## src/rtl/display_pkg.sv

```systemverilog
`default_nettype none
// ============================================================================
//  Module      : display_pkg
//  Description : Shared types and constants for the clock display path:
//                transmitter state encoding, digit count, segment byte
//                width, select settle time and the blank BCD code.
//  Revision    : 1.0 - initial release
// ============================================================================
package display_pkg;

    // Transmitter frame states
    typedef enum logic [2:0] {
        ST_IDLE   = 3'd0,
        ST_SELECT = 3'd1,
        ST_SHIFT  = 3'd2,
        ST_LATCH  = 3'd3,
        ST_DONE   = 3'd4
    } tx_state_t;

    localparam int NUM_DIGITS_DEFAULT = 6;
    // Bits per shifted byte: decimal point plus seven segments
    localparam int SEG_BITS           = 8;
    // Cycles spent on each select: one for the mux register, one for decode
    localparam int SELECT_WAIT        = 2;
    // BCD code the digit mux uses to blank a digit
    localparam logic [3:0] BLANK_BCD  = 4'hA;

endpackage
`default_nettype wire

```

## src/rtl/serial_tick_gen.sv

```systemverilog
`default_nettype none
// ============================================================================
//  Module      : serial_tick_gen
//  Description : Divides i_clk by CLK_DIV and raises o_tick for one cycle on
//                the last cycle of every phase. i_clear restarts the count so
//                each new phase begins with a full CLK_DIV cycles.
//  Revision    : 1.0 - initial release
// ============================================================================
module serial_tick_gen #(
    parameter int CLK_DIV = 2
) (
    input  logic i_clk,
    input  logic i_reset_n,
    input  logic i_clear,
    input  logic i_en,
    output logic o_tick
);

    // Keep at least one counter bit so CLK_DIV=1 still elaborates
    localparam int c_cnt_w = (CLK_DIV > 1) ? $clog2(CLK_DIV) : 1;
    localparam logic [c_cnt_w-1:0] c_last = c_cnt_w'(CLK_DIV - 1);

    logic [c_cnt_w-1:0] cnt_q;
    logic [c_cnt_w-1:0] cnt_d;

    assign o_tick = i_en && !i_clear && (cnt_q == c_last);

    // Next count: clear wins, otherwise count up and reload at the phase end
    always_comb begin
        cnt_d = cnt_q;
        if (i_clear) begin
            cnt_d = '0;
        end else if (i_en) begin
            cnt_d = o_tick ? '0 : cnt_q + 1'b1;
        end
    end

    // Counter register
    always_ff @(posedge i_clk) begin
        if (!i_reset_n) begin
            cnt_q <= '0;
        end else begin
            cnt_q <= cnt_d;
        end
    end

endmodule
`default_nettype wire

```

## src/rtl/segment_shift_tx.sv

```systemverilog
`default_nettype none
// ============================================================================
//  Module      : segment_shift_tx
//  Description : Walks the digit select through 0..NUM_DIGITS-1, captures
//                each decoded segment pattern and shifts it MSB-first into
//                the external 7-segment shift-register chain, then pulses the
//                latch. Define SEGMENT_TX_DP_EN to add the i_dp port and send
//                a per-digit decimal point in bit 7; otherwise bit 7 is 0.
//  Revision    : 1.0 - initial release
// ============================================================================
module segment_shift_tx
    import display_pkg::*;
#(
    parameter int CLK_DIV    = 2,
    parameter int NUM_DIGITS = NUM_DIGITS_DEFAULT
) (
    input  logic       i_clk,
    input  logic       i_reset_n,
    input  logic       i_start,
    input  logic [6:0] i_led_out,
`ifdef SEGMENT_TX_DP_EN
    input  logic [5:0] i_dp,
`endif
    output logic [2:0] o_segment_select,
    output logic       o_serial_data,
    output logic       o_serial_clk,
    output logic       o_serial_latch,
    output logic       o_busy,
    output logic       o_done
);

    localparam int c_sel_w = (SELECT_WAIT > 1) ? $clog2(SELECT_WAIT) : 1;
    localparam int c_bit_w = $clog2(SEG_BITS);
    localparam logic [c_sel_w-1:0] c_sel_last   = c_sel_w'(SELECT_WAIT - 1);
    localparam logic [c_bit_w-1:0] c_bit_last   = c_bit_w'(SEG_BITS - 1);
    localparam logic [2:0]         c_last_digit = 3'(NUM_DIGITS - 1);

    tx_state_t            state_q,   state_d;
    logic [2:0]           digit_q,   digit_d;
    logic [c_sel_w-1:0]   sel_cnt_q, sel_cnt_d;
    logic [c_bit_w-1:0]   bit_q,     bit_d;
    logic [SEG_BITS-1:0]  shift_q,   shift_d;
    logic                 sclk_q,    sclk_d;
    logic                 data_q,    data_d;
    logic                 latch_q,   latch_d;
    logic                 busy_q,    busy_d;
    logic                 done_q,    done_d;

    logic                 w_tick;
    logic                 w_div_active;
    logic                 w_dp_bit;

`ifdef SEGMENT_TX_DP_EN
    assign w_dp_bit = i_dp[digit_q];
`else
    assign w_dp_bit = 1'b0;
`endif

    // The divider only runs while a serial phase is being timed
    assign w_div_active = (state_q == ST_SHIFT) || (state_q == ST_LATCH);

    serial_tick_gen #(
        .CLK_DIV (CLK_DIV)
    ) u_tick (
        .i_clk     (i_clk),
        .i_reset_n (i_reset_n),
        .i_clear   (!w_div_active),
        .i_en      (w_div_active),
        .o_tick    (w_tick)
    );

    // Next-state and next-output logic; outputs derive from the next state
    // so every port is driven straight from a flop
    always_comb begin
        state_d   = state_q;
        digit_d   = digit_q;
        sel_cnt_d = sel_cnt_q;
        bit_d     = bit_q;
        shift_d   = shift_q;
        sclk_d    = sclk_q;
        data_d    = data_q;

        case (state_q)
            ST_IDLE: begin
                sclk_d = 1'b0;
                data_d = 1'b0;
                if (i_start) begin
                    state_d   = ST_SELECT;
                    digit_d   = 3'd0;
                    sel_cnt_d = '0;
                end
            end
            ST_SELECT: begin
                if (sel_cnt_q == c_sel_last) begin
                    // Decoded segments are settled now: capture and present bit 7
                    sel_cnt_d = '0;
                    shift_d   = {w_dp_bit, i_led_out};
                    data_d    = w_dp_bit;
                    sclk_d    = 1'b0;
                    bit_d     = '0;
                    state_d   = ST_SHIFT;
                end else begin
                    sel_cnt_d = sel_cnt_q + 1'b1;
                end
            end
            ST_SHIFT: begin
                if (w_tick) begin
                    if (!sclk_q) begin
                        sclk_d = 1'b1;
                    end else begin
                        sclk_d = 1'b0;
                        if (bit_q == c_bit_last) begin
                            bit_d = '0;
                            if (digit_q < c_last_digit) begin
                                digit_d = digit_q + 3'd1;
                                state_d = ST_SELECT;
                            end else begin
                                data_d  = 1'b0;
                                state_d = ST_LATCH;
                            end
                        end else begin
                            bit_d   = bit_q + 1'b1;
                            shift_d = {shift_q[SEG_BITS-2:0], 1'b0};
                            data_d  = shift_q[SEG_BITS-2];
                        end
                    end
                end
            end
            ST_LATCH: begin
                sclk_d = 1'b0;
                data_d = 1'b0;
                if (w_tick) begin
                    state_d = ST_DONE;
                end
            end
            ST_DONE: begin
                state_d = ST_IDLE;
            end
            default: begin
                state_d = ST_IDLE;
            end
        endcase

        busy_d  = (state_d != ST_IDLE);
        latch_d = (state_d == ST_LATCH);
        done_d  = (state_d == ST_DONE);
    end

    // State and output registers
    always_ff @(posedge i_clk) begin
        if (!i_reset_n) begin
            state_q   <= ST_IDLE;
            digit_q   <= 3'd0;
            sel_cnt_q <= '0;
            bit_q     <= '0;
            shift_q   <= '0;
            sclk_q    <= 1'b0;
            data_q    <= 1'b0;
            latch_q   <= 1'b0;
            busy_q    <= 1'b0;
            done_q    <= 1'b0;
        end else begin
            state_q   <= state_d;
            digit_q   <= digit_d;
            sel_cnt_q <= sel_cnt_d;
            bit_q     <= bit_d;
            shift_q   <= shift_d;
            sclk_q    <= sclk_d;
            data_q    <= data_d;
            latch_q   <= latch_d;
            busy_q    <= busy_d;
            done_q    <= done_d;
        end
    end

    assign o_segment_select = digit_q;
    assign o_serial_data    = data_q;
    assign o_serial_clk     = sclk_q;
    assign o_serial_latch   = latch_q;
    assign o_busy           = busy_q;
    assign o_done           = done_q;

endmodule
`default_nettype wire

```

## config.mk

```make
export PLATFORM = sky130hd
export DESIGN_NAME = segment_shift_tx
export DESIGN_NICKNAME = d
export VERILOG_FILES = /design/src/rtl/display_pkg.sv /design/src/rtl/serial_tick_gen.sv /design/src/rtl/segment_shift_tx.sv
export SDC_FILE = /design/constraint.sdc
export NUM_CORES = 1
export LEC_CHECK = 0
export BUFFER_PORTS_ARGS = -buffer_cell sky130_fd_sc_hd__buf_2
export CAP_MARGIN = 20
export CORE_ASPECT_RATIO = 1.75
export CORE_UTILIZATION = 50
export DETAILED_ROUTE_END_ITERATION = 10
export PLACE_DENSITY = 0.8
export SLEW_MARGIN = 10
export SYNTH_ARGS = -nofsm -noshare
export SYNTH_HDL_FRONTEND = slang
export SYNTH_HIERARCHICAL = 1
export SYNTH_SLANG_ARGS = --single-unit
export TNS_END_PERCENT = 5
```

## constraint.sdc

```tcl
create_clock -name i_clk -period 3.3 [get_ports i_clk]
set_input_delay 0.66 -clock i_clk [delete_from_list [all_inputs] [get_ports i_clk]]
set_output_delay 0.66 -clock i_clk [all_outputs]
set_load 0.01 [all_outputs]
```

### Yosys cells after proc, flatten, opt, wreduce, memory -nomap -nowiden

Index checks and enable logic that the tools add are counted.

* $lt $le $gt $ge: 1
* add/subtract/negate cells: 4
* reduce and logical (&&, ||, !) cells: 16
* equal/unequal tests: 14
* bitwise gates (word level): 2
* muxes and demuxes: 36

Operators with widths (count)
* $mux W3: 15
* $mux W7: 4
* $pmux W7 S2: 1
* $pmux W3 S2: 2
* $pmux W3 S4: 1
* $reduce_and A5 Y1: 2
* $eq A3 B2 Y1 const B: 3
* $mux W1: 9
* $ne A2 B2 Y1 const B: 4
* $add A3 B1 Y3 const B: 2
* $eq A3 B3 Y1 const B: 2
* $ne A2 B1 Y1 const B: 3
* $pmux W1 S3: 2
* $reduce_and A6 Y1: 1
* $reduce_bool A2 Y1: 3
* $reduce_bool A3 Y1: 2
* $reduce_and A4 Y1: 1
* $eq A3 B1 Y1 const B: 1
* $logic_not A3 Y1: 1
* $lt A3 B3 Y1 const B: 1
* $ne A3 B3 Y1 const B: 1
* $reduce_and A3 Y1: 1
* $reduce_or A3 Y1: 1
* $add A1 B1 Y1 const B: 2
* other kinds (7): 8

* register bits after elaboration: 23
* input port bits: 10

### Logic depth before layout (Yosys ltp)

* depth after elaboration: 7
* gate-level depth with buffers: 9

### By module

Netlist, hierarchy kept.

Modules (own cells, without submodules)
* segment_shift_tx: times used 1, cells each 135, area an instance 1152.4 um^2, seq. area each 440.4 um^2
* serial_tick_gen: times used 1, cells each 5, area an instance 48.8 um^2, seq. area each 20.0 um^2

### Least setup slack after synthesis

No wires, ideal clock.

* path kind: register to register
* from: reg state_q[1]
* to: reg shift_q[3]
* cell stages (with the launch flop): 10
* setup time: 0.088 ns
* clock period less this slack: 2.089 ns
* path slack: 1.211 ns
* arrival: 2.001 ns
* data required time: 3.212 ns
* path buffers: 2
* cells stage by stage: dfxtp_1 > buf_6 > nor2b_1 > inv_1 > nor2_1 > nand4bb_1 > a211oi_2 > buf_6 > nor2_1 > a311oi_2

* cells in the longest elaborated chain, start to end: 5
* elaborated cells on any way between the ends: 12
* those cells by class: eq/ne (7); mux (1); reduce/logical (4)

RTL lines
* start: declaration: RTL line segment_shift_tx.sv:38 `tx_state_t state_q, state_d;`
* start signal: assignment: RTL line segment_shift_tx.sv:163 `state_q <= state_d;`
* $eq A3 B2 Y1: RTL line segment_shift_tx.sv:60 `assign w_div_active = (state_q == ST_SHIFT) || (state_q == ST_LATCH);`
* $logic_or A1 B1 Y1 *: RTL line segment_shift_tx.sv:60
* named net w_div_active: RTL line segment_shift_tx.sv:50 `logic w_div_active;`
* $logic_and A1 B1 Y1 *: RTL line serial_tick_gen.sv:26 `assign o_tick = i_en && !i_clear && (cnt_q == c_last);`
* named net w_tick: RTL line segment_shift_tx.sv:49 `logic w_tick;`
* $ne A2 B1 Y1 (no source line) *
* $reduce_and A5 Y1 (no source line) *
* end signal: assignment: RTL line segment_shift_tx.sv:167 `shift_q <= shift_d;`
* end: declaration: RTL line segment_shift_tx.sv:42 `logic [SEG_BITS-1:0] shift_q, shift_d;`

Mark *: on every way through the listed nets, which the timed path passes. The rest lies on a longest branch.
A chain may end at the register's enable or synchronous reset.

### Worst setup path in the final report

* from: reg state_q[1]
* to: reg digit_q[2], in the netlist o_segment_select[2]

* cells in the longest elaborated chain, start to end: 5
* elaborated cells on any way between the ends: 13
* those cells by class: eq/ne (7); mux (1); reduce/logical (5)

RTL lines
* $eq A3 B2 Y1: RTL line segment_shift_tx.sv:60
* $logic_or A1 B1 Y1 *: RTL line segment_shift_tx.sv:60
* named net w_div_active: RTL line segment_shift_tx.sv:50
* $logic_and A1 B1 Y1 *: RTL line serial_tick_gen.sv:26
* named net w_tick: RTL line segment_shift_tx.sv:49
* $ne A2 B1 Y1 (no source line) *
* $reduce_and A6 Y1 (no source line) *
* end signal: assignment: RTL line segment_shift_tx.sv:164 `digit_q <= digit_d;`
* end: declaration: RTL line segment_shift_tx.sv:39 `logic [2:0] digit_q, digit_d;`

Marked as above.

==> impl_metrics.yaml <==
run_status:
  outcome: "complete, no violations"
sta:
  rsz0062_at_grt: "false"
  tightestPinTransition_ps: 473.6
  hold_viol: 0
  fin_crit_sh_pct: 75.69
  drv_slew: 0
  finClkSkew_ps: 4.131
  fin_crit_ps: 2498
  setup_violations: 0
  finalSetupTns_ps: 0
  fin_hold_ws_ps: 474.2
  fmax_mhz: 400.4
  relSlewSlack_pct: 68.38
grt:
  antenna_found_initial: 0
  grt_pass1_vias: 1067
  grt-ovfl-total: 0
  grt_first_pass_wirelength_mm: 4.422
  grt_max_degree: 16
  grt_use_total_pct: 24.28
critical_path:
  rrSetupSlack_ps: 800
  critPathCaptureType: "flip-flop"
  cp_slowest_cell: "dfxtp_1"
  r2r-end: "o_segment_select[2]"
  arrival_ps: 2700
  cp-start-kind: "flip-flop"
  path_class: "flip-flop to flip-flop"
  critPathMaxFanout: 15
  r2r_start: "state_q[1]"
  cpPeakStageDelay_ps: 600
  crit_chain: "nor2b_1 > inv_1 > nor2_1 > and2_1 > a41oi_1 > or4_1 > a21oi_1"
  reg2reg_depth: 7
  cp.required_ps: 3500
route:
  drc: 0
  drtAntennaViolNets: 0
  drt_first_pass_iters: 4
  wl_per_cell_um: 13.87
  drt-total-wl_mm: 2.510
  drt_iter0_drc: 31
  vias: 1065
  vias_per_cell: 5.884
synth:
  synth_area_um2: 1201
  syn_area_per_cell_um2: 8.580
  synth_warnings: 6
  synth_seq_cells: 23
  synth_cell_type_count: 38
  syn_inst: 140
  yosysSeqAreaShare_pct: 38.33
  async_flop_share_pct: 0
  synth_edf_count: 0
  syn-num-nets: 154
  synthFlopType: "dfxtp_1"
hold_path:
  hold_path_class: "flip-flop to flip-flop"
  min_to: "bit_q[1]"
  min_path_cells: 2
  min_from: "bit_q[1]"
die:
  rows: 23
  core-area_um2: 2273
  die-area_um2: 2610
  initial_core_util_pct: 52.83
  die_h_um: 66.84
  die_w_um: 39.05
  io_pins: 18
placed_design:
  io_buffers: 17
  place.gp.congestion: 0.8674
  dp_hpwl_mm: 1.826
  dp_cells: 177
pwr:
  leakage_nw: 0.5277
  power_density_nw_per_um2: 400.1
  ir_worst_vdd_uv: 353.1
finish:
  fin_cells: 181
  area_growth_syn_to_layout_pct: 10.52
  nets: 171
  drive_gt1_share_pct: 17.95
  diodes: 0
clock_tree:
  clk_latency_ps: 270
  cts_hold_buf: 0
  clkSinkCount: 23
  cts_made_buffers: 3
  cts_tree: "done"
  htreeDepth: 1
  path_clk_slew_ps: 80
  cts-resized-gates: 0
  clk_path_buf_depth: 2
  cts_setup_buffers: 0
  cts-root-buf: "clkbuf_8"
job:
  cap_violations: 0
logic make-up (layout without fill, tap and decap cells):
| group | after synthesis | after routing | share of synthesized area [%] |
|---|---|---|---|
| AND/OR/NAND/NOR | 68 | 68 | 30.94 |
| flip-flops | 23 | 23 | 38.33 |
| XOR/XNOR | 1 | 1 | 0.7293 |
| adder cells (fa/ha/maj) | 4 | 4 | 4.167 |
| AO/OA/AOI/OAI | 33 | 33 | 20.73 |
| buffers and inverters | 11 | 27 | 5.104 |
cell usage in the layout, fill, tap and decap left out, types with 5 or more instances in the layout:
cell     instances
a21oi_1         11
and2_1           6
buf_2           17
dfxtp_1         23
inv_1            5
nand2_1         19
nand3_1          5
nor2_1          13
area by class of cell:
class | instances | area, um2
Inverter | 5 | 18.77
Clock buffer | 4 | 45.04
Tap cell | 25 | 31.28
Fill cell | 204 | 945.9
Timing Repair Buffer | 18 | 92.59
Multi-Input combinational cell | 106 | 679.4
Sequential cell | 23 | 460.4
power breakdown:
part           leakage (nW)  switching (mW)  internal (mW)
sequential            0.186          0.0111          0.286
clock                0.0228          0.0896         0.0863
combinational         0.319          0.0328         0.0253
total                 0.528           0.133          0.398
sequential cells by signal (all words and copies together), names as in the netlist:
signal,cells
u_tick/cnt_q,1
sel_cnt_q,1
o_serial_clk,1
o_serial_latch,1
o_segment_select,3
shift_q,7
o_done,1
bit_q,3
o_serial_data,1
o_busy,1
state_q,3
metal layers:
metal,share of wire (%),up-vias,GRT usage [%]
met5,0,-,0
met4,3.3,0,19.83
met3,4.2,7,3.000
met2,53,37,39.79
met1,39,491,26.05
li1,-,530,-
per-stage QoR:
| step | utilization [%] | total power [mW] | setup slack, ps | area, um2 |
|---|---|---|---|---|
| after global placement | 56.41 | 0.3583 | 1034 | 1282 |
| after detailed placement | 56.41 | 0.3608 | 864.2 | 1282 |
| after global routing | 58.39 | 0.5522 | 543.6 | 1328 |
| after CTS | 58.39 | 0.5340 | 837.0 | 1328 |
| after floorplan | - | 0.3456 | 1211 | 1201 |
| final | 58.39 | 0.5311 | 802.2 | 1328 |
Yosys cell counts, types with 3 or more instances:
cell	number	share of area (%)
nor2b_1	4	2.1
a311oi_2	4	5.0
o31ai_1	4	2.5
nand3_1	5	2.1
o21ai_0	3	1.2
a21oi_1	11	4.6
nand2_1	19	5.9
nand2b_1	4	2.1
and2_1	6	3.1
nand3b_1	3	1.9
ha_1	4	4.2
and3_1	4	2.1
inv_1	5	1.6
nor2_1	13	4.1
dfxtp_1	23	38
critical path, delay by kind of cell, from the launching register on:
family,cells,cell delay (ps)
and+or+nand+nor,4,1340
buffers and inverters,1,110
DFF,1,600
AOI/OAI and AO/OA,2,380
how the worst max path moves through the flow:
stage                     startpoint                  end  slack (ps)  depth (start not counted)
final                     state_q[1]  o_segment_select[2]         800                          7
after global routing      state_q[1]  o_segment_select[2]         540                          7
after CTS                 state_q[1]  o_segment_select[2]         840                          7
after detailed placement  state_q[1]  o_segment_select[2]         860                          7
after global placement    state_q[1]  o_segment_select[2]        1030                          7
after floorplan           state_q[1]           shift_q[3]        1210                          9
(Power assumes the default switching activity.)
